`src/rtl/oms_lut_loader_pkg.sv`:
```
// Shared types, sizes and the odd-multiple coefficient helper for the LUT loader.
// The VERIFY state only exists when OMS_LOADER_VERIFY_EN is defined.
package oms_lut_loader_pkg;

  localparam int LUT_DEPTH = 9;
  localparam int ADDR_W    = 4;
  localparam int DATA_W    = 9;
  localparam int A_W       = 5;

  localparam logic [ADDR_W-1:0] LAST_IDX = ADDR_W'(LUT_DEPTH - 1);

`ifdef OMS_LOADER_VERIFY_EN
  typedef enum logic [1:0] {ST_IDLE, ST_LOAD, ST_VERIFY, ST_DONE} state_e;
`else
  typedef enum logic [1:0] {ST_IDLE, ST_LOAD, ST_DONE} state_e;
`endif

  // Entry k holds (2k-1)*a, except entry 0 which holds 0.
  function automatic logic [ADDR_W-1:0] odd_coef(input logic [ADDR_W-1:0] idx);
    logic [ADDR_W:0] twice_minus_one;
    twice_minus_one = {idx, 1'b0} - (ADDR_W+1)'(1);
    return (idx == '0) ? '0 : twice_minus_one[ADDR_W-1:0];
  endfunction

endpackage

```
`src/rtl/oms_shadow_ram.sv`:
```
// Shadow copy of the external LUT: one write port and one combinational read port.
// The whole table is cleared by reset; out-of-range reads return 0.
module oms_shadow_ram
  import oms_lut_loader_pkg::*;
(
  input  logic              clk,
  input  logic              rst_n,
  input  logic              we_i,
  input  logic [ADDR_W-1:0] waddr_i,
  input  logic [DATA_W-1:0] wdata_i,
  input  logic [ADDR_W-1:0] raddr_i,
  output logic [DATA_W-1:0] rdata_o
);

  logic [DATA_W-1:0] mem_q [LUT_DEPTH];

  always_ff @(posedge clk or negedge rst_n) begin
    if (!rst_n) begin
      for (int i = 0; i < LUT_DEPTH; i++) begin
        mem_q[i] <= '0;
      end
    end else if (we_i && (waddr_i <= LAST_IDX)) begin
      mem_q[waddr_i] <= wdata_i;
    end
  end

  assign rdata_o = (raddr_i <= LAST_IDX) ? mem_q[raddr_i] : '0;

endmodule

```
`src/rtl/oms_lut_loader.sv`:
```
// Loads a 9-entry odd-multiple table (0, a, 3a, ... 15a) into an external LUT and a shadow copy.
// Optional read-back check of the shadow copy is enabled by defining OMS_LOADER_VERIFY_EN.
module oms_lut_loader
  import oms_lut_loader_pkg::*;
(
  input  logic              clk,
  input  logic              rst_n,
  input  logic              start,
  input  logic [A_W-1:0]    a,
  output logic              wr_en,
  output logic [ADDR_W-1:0] wr_addr,
  output logic [DATA_W-1:0] wr_data,
  output logic              busy,
  output logic              done,
  output logic              table_valid,
  input  logic [ADDR_W-1:0] rd_addr,
  output logic [DATA_W-1:0] rd_data,
  output logic              err
);

  state_e            state_q, state_d;
  logic [ADDR_W-1:0] idx_q, idx_d;
  logic [DATA_W-1:0] acc_q, acc_d;
  logic [A_W-1:0]    a_q, a_d;
  logic              tv_q, tv_d;
  logic [DATA_W-1:0] a_x2;
  logic [ADDR_W-1:0] ram_raddr;
  logic [DATA_W-1:0] ram_rdata;

`ifdef OMS_LOADER_VERIFY_EN
  logic              err_q, err_d;
  logic [DATA_W-1:0] verify_exp;

  assign verify_exp = DATA_W'(odd_coef(idx_q)) * DATA_W'(a_q);
  assign ram_raddr  = (state_q == ST_VERIFY) ? idx_q : rd_addr;
  assign err        = err_q;
`else
  assign ram_raddr  = rd_addr;
  assign err        = 1'b0;
`endif

  assign a_x2 = DATA_W'({a_q, 1'b0});

  always_ff @(posedge clk or negedge rst_n) begin
    if (!rst_n) begin
      state_q <= ST_IDLE;
      idx_q   <= '0;
      acc_q   <= '0;
      a_q     <= '0;
      tv_q    <= 1'b0;
`ifdef OMS_LOADER_VERIFY_EN
      err_q   <= 1'b0;
`endif
    end else begin
      state_q <= state_d;
      idx_q   <= idx_d;
      acc_q   <= acc_d;
      a_q     <= a_d;
      tv_q    <= tv_d;
`ifdef OMS_LOADER_VERIFY_EN
      err_q   <= err_d;
`endif
    end
  end

  // After idx 0 (zero) and idx 1 (a), each odd multiple is the previous one plus 2a.
  always_comb begin
    state_d = state_q;
    idx_d   = idx_q;
    acc_d   = acc_q;
    a_d     = a_q;
    tv_d    = tv_q;
`ifdef OMS_LOADER_VERIFY_EN
    err_d   = err_q;
`endif
    case (state_q)
      ST_IDLE: begin
        if (start) begin
          a_d     = a;
          idx_d   = '0;
          acc_d   = '0;
          tv_d    = 1'b0;
`ifdef OMS_LOADER_VERIFY_EN
          err_d   = 1'b0;
`endif
          state_d = ST_LOAD;
        end
      end
      ST_LOAD: begin
        acc_d = (idx_q == '0) ? DATA_W'(a_q) : acc_q + a_x2;
        if (idx_q == LAST_IDX) begin
          idx_d   = '0;
`ifdef OMS_LOADER_VERIFY_EN
          state_d = ST_VERIFY;
`else
          tv_d    = 1'b1;
          state_d = ST_DONE;
`endif
        end else begin
          idx_d = idx_q + 1'b1;
        end
      end
`ifdef OMS_LOADER_VERIFY_EN
      ST_VERIFY: begin
        if (ram_rdata != verify_exp) begin
          err_d = 1'b1;
        end
        if (idx_q == LAST_IDX) begin
          idx_d   = '0;
          tv_d    = ~err_d;
          state_d = ST_DONE;
        end else begin
          idx_d = idx_q + 1'b1;
        end
      end
`endif
      ST_DONE: state_d = ST_IDLE;
      default: state_d = ST_IDLE;
    endcase
  end

  always_comb begin
    wr_en       = (state_q == ST_LOAD);
    wr_addr     = wr_en ? idx_q : '0;
    wr_data     = wr_en ? acc_q : '0;
`ifdef OMS_LOADER_VERIFY_EN
    busy        = (state_q == ST_LOAD) || (state_q == ST_VERIFY);
`else
    busy        = (state_q == ST_LOAD);
`endif
    done        = (state_q == ST_DONE);
    table_valid = tv_q;
    rd_data     = tv_q ? ram_rdata : '0;
  end

  oms_shadow_ram u_ram (
    .clk     (clk),
    .rst_n   (rst_n),
    .we_i    (wr_en),
    .waddr_i (wr_addr),
    .wdata_i (wr_data),
    .raddr_i (ram_raddr),
    .rdata_o (ram_rdata)
  );

endmodule

```
`config.mk`:
```
export PLATFORM = sky130hd
export DESIGN_NAME = oms_lut_loader
export DESIGN_NICKNAME = d
export VERILOG_FILES = /design/src/rtl/oms_lut_loader_pkg.sv /design/src/rtl/oms_shadow_ram.sv /design/src/rtl/oms_lut_loader.sv
export SDC_FILE = /design/constraint.sdc
export NUM_CORES = 1
export LEC_CHECK = 0
export ABC_AREA = 1
export BUFFER_PORTS_ARGS = -buffer_cell sky130_fd_sc_hd__buf_4
export CAP_MARGIN = 0
export CORE_ASPECT_RATIO = 1.2
export CORE_UTILIZATION = 35
export CTS_CLUSTER_DIAMETER = 40
export DETAILED_ROUTE_END_ITERATION = 8
export PLACE_DENSITY_LB_ADDON = 0.3
export SLEW_MARGIN = 10
export SYNTH_ARGS = -nofsm -noshare
export SYNTH_HDL_FRONTEND = slang
export SYNTH_SLANG_ARGS = --single-unit
```
`constraint.sdc`:
```
create_clock -name clk -period 1.5 [get_ports clk]
set_input_delay 0.075 -clock clk [delete_from_list [all_inputs] [get_ports clk]]
set_output_delay 0.075 -clock clk [all_outputs]
set_load 0.05 [all_outputs]
```
; After elaboration in Yosys (flattened, before gate mapping)
; Cells that the tools add are included.
[word_totals]
mem_count = 0
input_bits = 12
latch_bits = 0
ramBits = 0
word_cells = 59
reg_bits = 102
rom_bits = 0
output_inout_bits = 27
[classes]
order_cmp = 5
addsub = 2
eq_ne = 5
div = 0
n_bitwise = 2
n_mul = 0
reduce_logical = 9
n_mux = 22
shift = 0
[op_table]
columns = cell, count
row1 = $bwmux 81, 1
row2 = $mux 9, 8
row3 = $bmux 9 s4, 1
row4 = $demux 9 s4, 1
row5 = $pmux 9 s2, 1
row6 = $mux 4, 3
row7 = $ge 5x5->1 const B, 2
row8 = $not 4->5, 2
row9 = $add 9x6->9, 1
row10 = $le 4x4->1 const B, 2
row11 = $pmux 4 s2, 1
row12 = $reduce_and 2->1, 3
row13 = $lt 5x1->1 const B, 1
row14 = $add 4x1->4 const B, 1
row15 = $eq 4x4->1 const B, 1
row16 = $logic_not 4->1, 1
row17 = $mux 2, 2
row18 = $ne 2x2->1 const B, 2
row19 = $pmux 2 s2, 1
row20 = $reduce_and 3->1, 1
row21 = $eq 2x1->1 const B, 1
row22 = $eq 2x2->1 const B, 1
row23 = $logic_and 1x1->1, 2
row24 = $logic_not 2->1, 1
row25 = 3 further kinds, 4

; Depth between registers and ports, before layout
[logic_depth]
word_depth = 8
depth_mapped = 11

; Modules after synthesis
; A second synthesis with hierarchy kept.
[hier_totals]
hier_cells = 711
area_unflattened_um2 = 5566.6
[by_module_without_submodules]
columns = mod, seq_area_each_um2, cells_each, area_each_um2, instances
row1 = oms_shadow_ram, 2026.9, 521, 4105.2, 1
row2 = oms_lut_loader, 525.5, 190, 1461.4, 1

; Least setup slack after synthesis
; No wires, ideal clock.
[synth_path]
path_kind = register to register
startpoint = register state_q[1]
endpoint = register u_ram.mem_q[72] (netlist bit)
slack_ps = -483
setup_ps = 84
path_buffers = 1
required_ps = 1416
arrival_time_ps = 1899
path_stages_with_launch = 7
path_cell_list = dfrtp_1 > nor2_8 > buf_6 > inv_2 > nor2_1 > inv_1 > o21ai_0
[synth_lines]
columns = element, line
row1 = "start, declared", oms_lut_loader.sv:21  ; state_e state_q, state_d;
row2 = "start signal, assigned", oms_lut_loader.sv:55  ; state_q <= state_d;
row3 = $eq 2x1->1, -
row4 = named net busy, oms_lut_loader.sv:13  ; output logic busy,
row5 = $mux 9, oms_lut_loader.sv:125  ; wr_data = wr_en ? acc_q : '0;
row6 = named net wr_data[0], oms_lut_loader.sv:12  ; output logic [DATA_W-1:0] wr_data,
row7 = $bwmux 81, oms_shadow_ram.sv:23  ; mem_q[waddr_i] <= wdata_i;
row8 = "end signal, assigned by index", oms_shadow_ram.sv:23
row9 = "end, declared", oms_shadow_ram.sv:15  ; logic [DATA_W-1:0] mem_q [LUT_DEPTH];
; The timed path passes the listed nets, and every way through them passes these cells.
; A chain may end at the register's enable or synchronous reset.

; Worst setup path in the final report
[layout_path]
startpoint = register state_q[0]
endpoint = output port wr_data[4]
[layout_between]
elab_chain_len = 2
[layout_lines]
columns = element, line
row1 = $eq 2x1->1, oms_lut_loader.sv:123  ; wr_en = (state_q == ST_LOAD);
row2 = $mux 9, oms_lut_loader.sv:125
row3 = "end, declared", oms_lut_loader.sv:12
; Every way passes these cells.

==> results.toml <==
[flow_run]
drv_cap = 0

[routing]
firstDrtPassIters = 5
drt_first_iter_violations = 397
post_drt_wl_per_cell_um = 16.71
postRouteAntennaNets = 0
drt_wl_total_mm = 15.41
via_per_inst = 5.242
drc = 0
vias = 4833

[run_status]
status = "finished with violations"
violations = "setup timing"

[worst_setup_path]
crit_required_ps = 1420
start_kind = "flip-flop"
end_kind = "output pin"
crit_type = "flip-flop to output pin"
cp_max_fo = 13
cp_data_arrival_time_ps = 1540

[global_routing]
grt_usage = 0.1926
grt_max_degree = 37
grt.overflow.total = 0
first_global_vias = 4403
antenna_found_initial = 0
met1_usage = 0.2551
use_met2 = 0.3299
busiest_layer = "met2"
grt_pass1_wl_mm = 22.83
grt_use_met3 = 0.01750

[logic_synthesis]
synth_top_cell_by_area = "dfrtp_1"
avgSynthCellArea_um2 = 8.031
synth_edf_count = 0
ys_async_sr_fraction = 1.000
ys_types = 35
synth_top_area_share = 0.4982
synth.most_common_cell = "nand2_1"
syn_area_mm2 = 0.005124
synth-main-ff-cell = "dfrtp_1"
syn_nets = 658
yosysSeqAreaShare = 0.4982
ys_warn_count = 0
syn_inst = 638
ys_ff_latch = 102
synth_area_leaders = "dfrtp_1 (50%), nand2_1 (16%), nand3_1 (7.7%)"
netlist_top_cells_count = "nand2_1 (217), dfrtp_1 (102), nand3_1 (79), o21ai_1 (72), inv_1 (38)"

[cts]
ctsLongestPathBuffers = 2
clk_pin_slew_ps = 70
htreeDepth = 3
clk_latency_ps = 350
clock-sinks = 102
cts_root_buf = "clkbuf_16"
cts_tree = "built"
cts_buffers = 9

[place]
dp.cells = 857
place.gp.congestion = 0.8163
place_area_mm2 = 0.005844
portBuffers = 37
hpwl_mm = 9.679

[die]
coreArea_mm2 = 0.01435
initial_utilization = 0.3570
die_x_um = 112.5
die_h_um = 134.5
fp-row-count = 48
io-pin-count = 39
dieArea_mm2 = 0.01513

[sta]
fin_ws_ps = -116.9
timing.fmax_mhz = 618.5
slew_viol_final = 0
min_period_over_period = 1.078
fin_crit_ps = 1617
hold_viol_final = 0
fin_skew_ps = 12.60
holdWs_ps = 17.24
setup_viol = 41
fin_tns_setup_ps = -1891
rsz0062_at_grt = "yes"

[min_path]
hold_class = "input pin to flip-flop"

[power]
peakVddDrop_v = 0.0009417
fin_total_pwr_mw = 16.39
leakagePower_nw = 3.361
power.density_mw_per_mm2 = 2299

[cells_and_area]
nets = 762
area_delta_synth_final_pct = 39.17
design_area_mm2 = 0.007131
seq_area_mm2 = 0.002557
multi_input_area_mm2 = 0.002705
final_layout_size_suffix_gt1_frac = 0.3199
n_antenna_cell = 0
final_cells = 922
fillers = 1306
cells in the final DEF (no fill, tap or decap), types with 7 or more instances in the layout:
| cell type | count |
|---|---|
| o21ai_2 | 15 |
| buf_4 | 69 |
| nand3_1 | 52 |
| dfrtp_1 | 98 |
| buf_12 | 8 |
| nor2_4 | 15 |
| nand3_2 | 28 |
| inv_2 | 11 |
| a21oi_1 | 11 |
| nand2_4 | 7 |
| buf_8 | 13 |
| nand2_2 | 9 |
| buf_6 | 16 |
| nand2_1 | 208 |
| inv_1 | 30 |
| nor2_1 | 9 |
| o21ai_1 | 71 |
| clkbuf_16 | 9 |
through the flow:
| stage | setup WS (ps) | utilization |
|---|---|---|
| floorplan | -48.53 | - |
| global placement | -67.67 | 0.4072 |
| detailed placement | -102.0 | 0.4072 |
| CTS | -106.5 | 0.4506 |
| global route | -195.3 | 0.4968 |
| finish | -116.9 | 0.4968 |
cell type report:
cell class / count / share of cell area
flip-flops and latches: 102 / 0.3587
repair buffers: 112 / 0.1562
inverters: 51 / 0.03123
clock inverters: 3 / 0.005966
multi-input cells: 466 / 0.3794
well taps: 175 / 0.03071
clock buffers: 13 / 0.03790
worst paths after layout:
| path | start | to | slack, ps | cells after the start |
|---|---|---|---|---|
| max | state_q[0]$_DFFE_PN0P_ | wr_data[4] | -120 | 7 |
| min reg2reg | u_ram.mem_q[6]$_DFFE_PN0P_ | u_ram.mem_q[6]$_DFFE_PN0P_ | 480 | 2 |
| min in group asynchronous | rst_n | table_valid$_DFFE_PN0P_ | 220 | 2 |
| min | start | idx_q[0]$_DFFE_PN0P_ | 20 | 4 |
| max reg2reg | state_q[0]$_DFFE_PN0P_ | u_ram.mem_q[41]$_DFFE_PN0P_ | -80 | 9 |
| max in group asynchronous | rst_n | u_ram.mem_q[60]$_DFFE_PN0P_ | 780 | 3 |
registers in the layout, indices dropped and copies added, names as in the netlist:
name         flops
a_q              5
idx_q            4
state_q          2
table_valid      1
acc_q            9
u_ram.mem_q     81
layer usage:
metal,wire length (um),vias to the layer above,part of all wire
met5,0,-,0
met4,448,0,0.029
met3,632,27,0.041
met2,7838,154,0.51
met1,6491,2358,0.42
li1,-,2294,-
kinds of logic (layout without fill, tap and decap cells):
| kind of cell | count (synthesis) | after routing | share of synthesized area |
|---|---|---|---|
| AOI/OAI and AO/OA | 107 | 107 | 0.1126 |
| xor gates and xnor gates | 3 | 3 | 0.005129 |
| adders and majority gates | 8 | 8 | 0.02100 |
| buffers and inverters | 76 | 179 | 0.06422 |
| DFF | 102 | 102 | 0.4982 |
| other | 1 | 1 | 0.0007319 |
| and+or+nand+nor | 341 | 347 | 0.2982 |
what timing repair did:
action,4_1_cts,5_1_grt
setup buffers,15,22
gates cloned,0,6
hold buffers,6,0
resized for setup,39,90
setup endpoints to repair,32,98
pin swaps,9,33
hold endpoints to repair,30,0
where the power goes:
| part | switching, mW | internal [mW] | leakage, nW | total [mW] |
|---|---|---|---|---|
| clock network | 1.04 | 1.43 | 0.152 | 2.47 |
| registers | 0.766 | 3.92 | 1.31 | 4.68 |
| logic | 5.52 | 3.72 | 1.90 | 9.24 |
| total | 7.32 | 9.07 | 3.36 | 16.4 |
worst max-delay path, cell delays in order (launching register included):
cell	delay, ps
dfrtp_1	360
inv_2	70
nor2_8	130
buf_4	130
buf_8	110
inv_12	70
nor2_4	150
buf_8	170
Power figures use the tool's default switching activity.
